$ cat src/rtl/regfile_param.sv
// Parametrised RV32I general-purpose register file with zero flags and a
// handshaked debug dump engine that streams every register in ascending order.
module regfile_param #(
  parameter int XLEN     = 32,
  parameter int NREGS    = 32,
  parameter int ZERO_REG = 1,
  parameter int BYPASS   = 1,
  localparam int AW      = $clog2(NREGS)
) (
  input  logic            clk,
  input  logic            rst_n,
  input  logic            we,
  input  logic [AW-1:0]   wraddr,
  input  logic [XLEN-1:0] wrdata,
  input  logic [AW-1:0]   rs1,
  input  logic [AW-1:0]   rs2,
  output logic [XLEN-1:0] rdout1,
  output logic [XLEN-1:0] rdout2,
  output logic [NREGS-1:0] zflag,
  input  logic            dbg_req,
  input  logic            dbg_ready,
  output logic            dbg_valid,
  output logic [AW-1:0]   dbg_addr,
  output logic [XLEN-1:0] dbg_data,
  output logic            dbg_busy,
  output logic            dbg_done
);

  localparam logic [AW:0]   NREGS_W  = (AW+1)'(NREGS);
  localparam logic [AW-1:0] LAST_PTR = AW'(NREGS - 1);
  localparam bit            ZERO_EN  = (ZERO_REG != 0);
  localparam bit            BYP_EN   = (BYPASS != 0);

  typedef enum logic [1:0] {
    ST_IDLE = 2'd0,
    ST_LOAD = 2'd1,
    ST_SEND = 2'd2,
    ST_DONE = 2'd3
  } dump_state_t;

  logic [XLEN-1:0] regs_r [NREGS];
  logic            wr_qual_s;
  logic [NREGS-1:0] zflag_s;

  dump_state_t     state_r, state_nx_s;
  logic [AW-1:0]   ptr_r, ptr_nx_s;
  logic [XLEN-1:0] dbg_data_r, dbg_data_nx_s;
  logic [AW-1:0]   dbg_addr_r, dbg_addr_nx_s;
  logic            dbg_valid_r, dbg_busy_r, dbg_done_r;

  function automatic logic in_range(input logic [AW-1:0] addr);
    return ({1'b0, addr} < NREGS_W);
  endfunction

  // Shared read rule for both ports and the dump capture: zero/out-of-range first, then bypass.
  function automatic logic [XLEN-1:0] read_fn(input logic [AW-1:0]   addr,
                                              input logic [XLEN-1:0] stored,
                                              input logic            wr_hit,
                                              input logic [XLEN-1:0] wdata);
    logic [XLEN-1:0] val;
    if (!in_range(addr) || (ZERO_EN && (addr == {AW{1'b0}}))) begin
      val = {XLEN{1'b0}};
    end else if (BYP_EN && wr_hit) begin
      val = wdata;
    end else begin
      val = stored;
    end
    return val;
  endfunction

  // Qualify the write against range and the hardwired-zero register.
  always_comb begin
    wr_qual_s = we && in_range(wraddr) && !(ZERO_EN && (wraddr == {AW{1'b0}}));
  end

  // Register storage with synchronous clear.
  always_ff @(posedge clk) begin
    if (!rst_n) begin
      for (int i = 0; i < NREGS; i++) begin
        regs_r[i] <= {XLEN{1'b0}};
      end
    end else if (wr_qual_s) begin
      regs_r[wraddr] <= wrdata;
    end
  end

  assign rdout1 = read_fn(rs1, regs_r[rs1], wr_qual_s && (wraddr == rs1), wrdata);
  assign rdout2 = read_fn(rs2, regs_r[rs2], wr_qual_s && (wraddr == rs2), wrdata);

  // Zero flags come from stored contents only, never from the bypass path.
  always_comb begin
    zflag_s = {NREGS{1'b0}};
    for (int i = 0; i < NREGS; i++) begin
      zflag_s[i] = (regs_r[i] == {XLEN{1'b0}});
    end
    if (ZERO_EN) begin
      zflag_s[0] = 1'b1;
    end else begin
      zflag_s[0] = (regs_r[0] == {XLEN{1'b0}});
    end
  end

  assign zflag = zflag_s;

  // Dump engine next-state, pointer and beat capture.
  always_comb begin
    state_nx_s    = state_r;
    ptr_nx_s      = ptr_r;
    dbg_data_nx_s = dbg_data_r;
    dbg_addr_nx_s = dbg_addr_r;
    case (state_r)
      ST_IDLE: begin
        if (dbg_req) begin
          state_nx_s = ST_LOAD;
          ptr_nx_s   = {AW{1'b0}};
        end else begin
          state_nx_s = ST_IDLE;
        end
      end
      ST_LOAD: begin
        dbg_data_nx_s = read_fn(ptr_r, regs_r[ptr_r], wr_qual_s && (wraddr == ptr_r), wrdata);
        dbg_addr_nx_s = ptr_r;
        state_nx_s    = ST_SEND;
      end
      ST_SEND: begin
        if (dbg_ready) begin
          if (ptr_r == LAST_PTR) begin
            state_nx_s = ST_DONE;
          end else begin
            ptr_nx_s   = ptr_r + AW'(1'b1);
            state_nx_s = ST_LOAD;
          end
        end else begin
          state_nx_s = ST_SEND;
        end
      end
      ST_DONE: begin
        state_nx_s = ST_IDLE;
      end
      default: begin
        state_nx_s = ST_IDLE;
      end
    endcase
  end

  // Dump state and registered handshake outputs, decoded from the next state.
  always_ff @(posedge clk) begin
    if (!rst_n) begin
      state_r     <= ST_IDLE;
      ptr_r       <= {AW{1'b0}};
      dbg_data_r  <= {XLEN{1'b0}};
      dbg_addr_r  <= {AW{1'b0}};
      dbg_valid_r <= 1'b0;
      dbg_busy_r  <= 1'b0;
      dbg_done_r  <= 1'b0;
    end else begin
      state_r     <= state_nx_s;
      ptr_r       <= ptr_nx_s;
      dbg_data_r  <= dbg_data_nx_s;
      dbg_addr_r  <= dbg_addr_nx_s;
      dbg_valid_r <= (state_nx_s == ST_SEND);
      dbg_busy_r  <= (state_nx_s != ST_IDLE);
      dbg_done_r  <= (state_nx_s == ST_DONE);
    end
  end

  assign dbg_valid = dbg_valid_r;
  assign dbg_addr  = dbg_addr_r;
  assign dbg_data  = dbg_data_r;
  assign dbg_busy  = dbg_busy_r;
  assign dbg_done  = dbg_done_r;

endmodule

$ cat config.mk
export PLATFORM = sky130hd
export DESIGN_NAME = regfile_param
export DESIGN_NICKNAME = d
export VERILOG_FILES = /design/src/rtl/regfile_param.sv
export SDC_FILE = /design/constraint.sdc
export NUM_CORES = 2
export LEC_CHECK = 0
export CAP_MARGIN = 0
export CORE_UTILIZATION = 60
export DETAILED_ROUTE_END_ITERATION = 7
export PLACE_DENSITY = 0.79
export REMOVE_ABC_BUFFERS = 1
export SYNTH_ARGS = -nofsm -noshare
export SYNTH_HDL_FRONTEND = slang
export SYNTH_SLANG_ARGS = --single-unit
$ cat constraint.sdc
create_clock -name clk -period 12.3 [get_ports clk]
set_input_delay 1.845 -clock clk [delete_from_list [all_inputs] [get_ports clk]]
set_output_delay 1.845 -clock clk [all_outputs]
set_load 0.01 [all_outputs]
==> results.yml <==
layout:
  final.fill_count: 8308
  finalNetCount: 5530
  post_synthesis_to_final_layout_area_growth_pct: 9.965
  post_route_cells_drive_above_1_share_pct: 18.69
detailed_routing:
  antenna_left: 0
  drt_iter0_markers: 11120
  detail_route.wirelength_um: 281500
  routed_via_density: 7.930
  firstDrtPassIters: 8
  num_vias: 56110
  remaining_drc_errors: 11
  post_drt_wl_per_cell_um: 39.78
critical_path:
  cp_slowest_cell: "sky130_fd_sc_hd__nor2b_1"
  path_delay_family: "buffers and inverters"
  r2r_cells: 7
  crit_required_ps: 10450
  startpoint_kind_of_the_worst_setup_timing_path: "primary input"
  reg2reg_slack_ps: 8040
  worstReg2RegEnd: "dbg_data[7]"
  timing_worst_setup_path_type: "in -> out"
  timing.critical_path.to_type: "output port"
  cp_slowest_stage_delay_ps: 1100
  timing.critical_path.fanout_max: 74
  critical_path_depth_in_cells: 8
  cp_num_buf_inv: 3
  cp_data_arrival_time_ps: 6530
  crit_path_start: "rs1[1]"
  crit_chain: "buf_8 > buf_4 > nor2b_1 > a22o_1 > a211oi_1 > a221oi_1 > a41oi_1 > clkdlybuf4s50_1"
  timing.critical_path.to: "rdout1[15]"
timing:
  slew_violations: 0
  setup_violations: 0
  setup_tns_ps: 0
  timing.final.crit_period_ps: 8379
  grt_setup_unrepaired: "false"
  timing.final.ws_setup_ps: 3921
  max_slew_margin_pct: 0.5215
  max_freq_ghz: 0.1193
  hold_viol_final: 0
  timing.final.crit_share_pct: 68.12
  whs_ps: 469.2
  worst_clock_skew_ps: 25.10
  worst_slew_pin_slew_ps: 1487
yosys:
  yosysWarnings: 0
  ys_top_cells_by_count: "1031 x sky130_fd_sc_hd__and2_1, 1024 x sky130_fd_sc_hd__edfxtp_1, 592 x sky130_fd_sc_hd__mux2i_1"
  synth_async_sr_flop_share_pct: 0
  post-synth-top-count-cell: "sky130_fd_sc_hd__and2_1"
  netlist_instances: 5512
  synth_top_area_share_pct: 44.62
  mappedNetlistArea_um2: 68920
  ys_types: 73
  synth_seq_cells: 1076
  synth_area_leader_cell: "sky130_fd_sc_hd__edfxtp_1"
  number_of_enable_flip_flop_cells_after_synthesis: 1024
  synth_top_cells_by_area: "sky130_fd_sc_hd__edfxtp_1 45%, sky130_fd_sc_hd__mux4_2 14%, sky130_fd_sc_hd__and2_1 9.4%"
  synth_flop_cell: "sky130_fd_sc_hd__edfxtp_1"
  syn-mean-instance-area_um2: 12.50
  seq_area_frac_synth_pct: 46.13
global_route:
  grt_start_max_net_pins: 101
  globalRoute.totalOverflow: 0
  global_route.usage.total_pct: 47.84
  grt_pass1_wl_um: 393700
  initial_antenna_violation_count: 10
  grt_pass1_vias: 52680
clock_network:
  cts-buffers-inserted: 116
  cts_resized: 0
  cts.repair_timing.setup_buffer_count: 0
  cts.clk_slew.worst_paths_ps: 60
  cts_buffer_depth: 3
  tritoncts: "built"
  clockRootBuffer: "sky130_fd_sc_hd__clkbuf_16"
  later_pin_clock_latency_in_the_skew_report_ps: 750
  numClockSinks: 1076
  cts_hold_buffers: 0
  htree_num_levels: 3
floorplan:
  die-height_um: 340.9
  floorplan.core_area_um2: 113100
  die_area_um2: 116200
  die_x_um: 340.9
  starting_density_of_the_core_pct: 60.93
  std_cell_rows: 123
  boundaryPins: 188
worst_hold_path:
  holdPathStages: 2
  hp-class: "reg -> reg"
outcome:
  status: "finished with violations"
  violated_checks: "design-rule violations, max-capacitance violations"
placement:
  dp_slack_ps: 4386
  post-dp-hpwl_um: 193300
  numPortBuffers: 186
  gp_routability_congestion: 1.059
pwr:
  vdd_ir_drop_max_uv: 127.9
  power.density_cell_area_nw_per_um2: 124.5
  power_mw: 9.438
  cellLeakagePower_nw: 25.36
flow_run:
  max_cap_viol_count: 1
## cell type report
type                       count  area [um^2]  area share (%)
clock buffer                 145         3053           4.028
multi-input combinational   3909        35060           46.26
clock inverter                69        713.2          0.9410
sequential                  1076        31800           41.96
antenna                        4        10.01         0.01321
tap                         1500         1877           2.476
timing repair buffer         362         3231           4.263
inverter                      10        37.54         0.04953
## registers in the layout, indices dropped and copies added (netlist names), named ones only
name / count
dbg_valid: 1
state_r: 2
regs_r: 1024
dbg_data: 32
ptr_r: 5
dbg_done: 1
dbg_busy: 1
dbg_addr: 5
## power by group
group | internal [mW] | switching [mW] | total, mW
sequential | 4.21 | 0.256 | 4.47
combinational | 0.545 | 0.832 | 1.38
clock | 2.06 | 1.54 | 3.59
total | 6.81 | 2.62 | 9.44
## metal layers
layer,share of wire (%),vias up,track usage (%)
met3,15,1219,15.12
met4,8.6,8,31.54
met5,0.020,-,0
met1,33,27530,61.15
li1,-,21650,-
met2,43,5701,70.30
## cells in the final DEF, fill, tap and decap left out, types with 27 or more instances in the layout
master	count
sky130_fd_sc_hd__edfxtp_1	1024
sky130_fd_sc_hd__nor2_1	109
sky130_fd_sc_hd__clkbuf_16	117
sky130_fd_sc_hd__o21ai_4	31
sky130_fd_sc_hd__buf_4	175
sky130_fd_sc_hd__clkinv_1	28
sky130_fd_sc_hd__a41oi_1	38
sky130_fd_sc_hd__a22oi_1	215
sky130_fd_sc_hd__mux2_2	140
sky130_fd_sc_hd__nand2_1	76
sky130_fd_sc_hd__a211o_1	29
sky130_fd_sc_hd__nand3_1	67
sky130_fd_sc_hd__o211ai_1	53
sky130_fd_sc_hd__nand2b_1	44
sky130_fd_sc_hd__a211oi_1	47
sky130_fd_sc_hd__nand4_1	68
sky130_fd_sc_hd__o22ai_1	136
sky130_fd_sc_hd__nor4_1	250
sky130_fd_sc_hd__a22o_1	44
sky130_fd_sc_hd__a21oi_1	102
sky130_fd_sc_hd__a221oi_1	35
sky130_fd_sc_hd__conb_1	33
sky130_fd_sc_hd__clkdlybuf4s50_1	176
sky130_fd_sc_hd__nor2_2	27
sky130_fd_sc_hd__and2_1	1032
sky130_fd_sc_hd__mux4_2	425
sky130_fd_sc_hd__nor2b_1	36
sky130_fd_sc_hd__mux2i_1	592
sky130_fd_sc_hd__o31ai_1	35
sky130_fd_sc_hd__dfxtp_1	48
sky130_fd_sc_hd__o21ai_0	59
## worst register-to-register path: stages, from the launching register on
cell and delay [ps]:
sky130_fd_sc_hd__dfxtp_4 650, sky130_fd_sc_hd__buf_4 800, sky130_fd_sc_hd__buf_4 800, sky130_fd_sc_hd__mux2_2 440, sky130_fd_sc_hd__o22ai_1 440, sky130_fd_sc_hd__o31ai_1 160
sky130_fd_sc_hd__mux2i_1 570, sky130_fd_sc_hd__a21oi_1 230
## logic make-up after synthesis
group | synth area share, %
AOI/OAI and AO/OA | 8.912
adders and majority gates | 0.05447
muxes | 24.89
DFF | 46.13
other | 0.01090
xor gates and xnor gates | 0.2287
and+or+nand+nor | 15.82
buffers and inverters | 3.961
## per-stage QoR
stage | instances | utilization, % | instance area (um^2)
CTS | 7071 | 66.99 | 75770
floorplan | 4995 | - | 66340
global route | 7071 | 66.99 | 75780
global placement | 6856 | 63.65 | 72000
finish | 7075 | 67.00 | 75790
detailed placement | 6857 | 63.66 | 72010
## worst min-delay path by stage
stage | end | startpoint | slack, ps
global route | dbg_addr[0] | dbg_addr[0] | 500
detailed placement | dbg_addr[0] | dbg_addr[0] | 460
finish | dbg_addr[1] | dbg_addr[1] | 470
floorplan | dbg_addr[0] | dbg_addr[0] | 480
CTS | dbg_addr[0] | dbg_addr[0] | 470
global placement | dbg_addr[2] | dbg_addr[2] | 450
(Power assumes the default switching activity.)
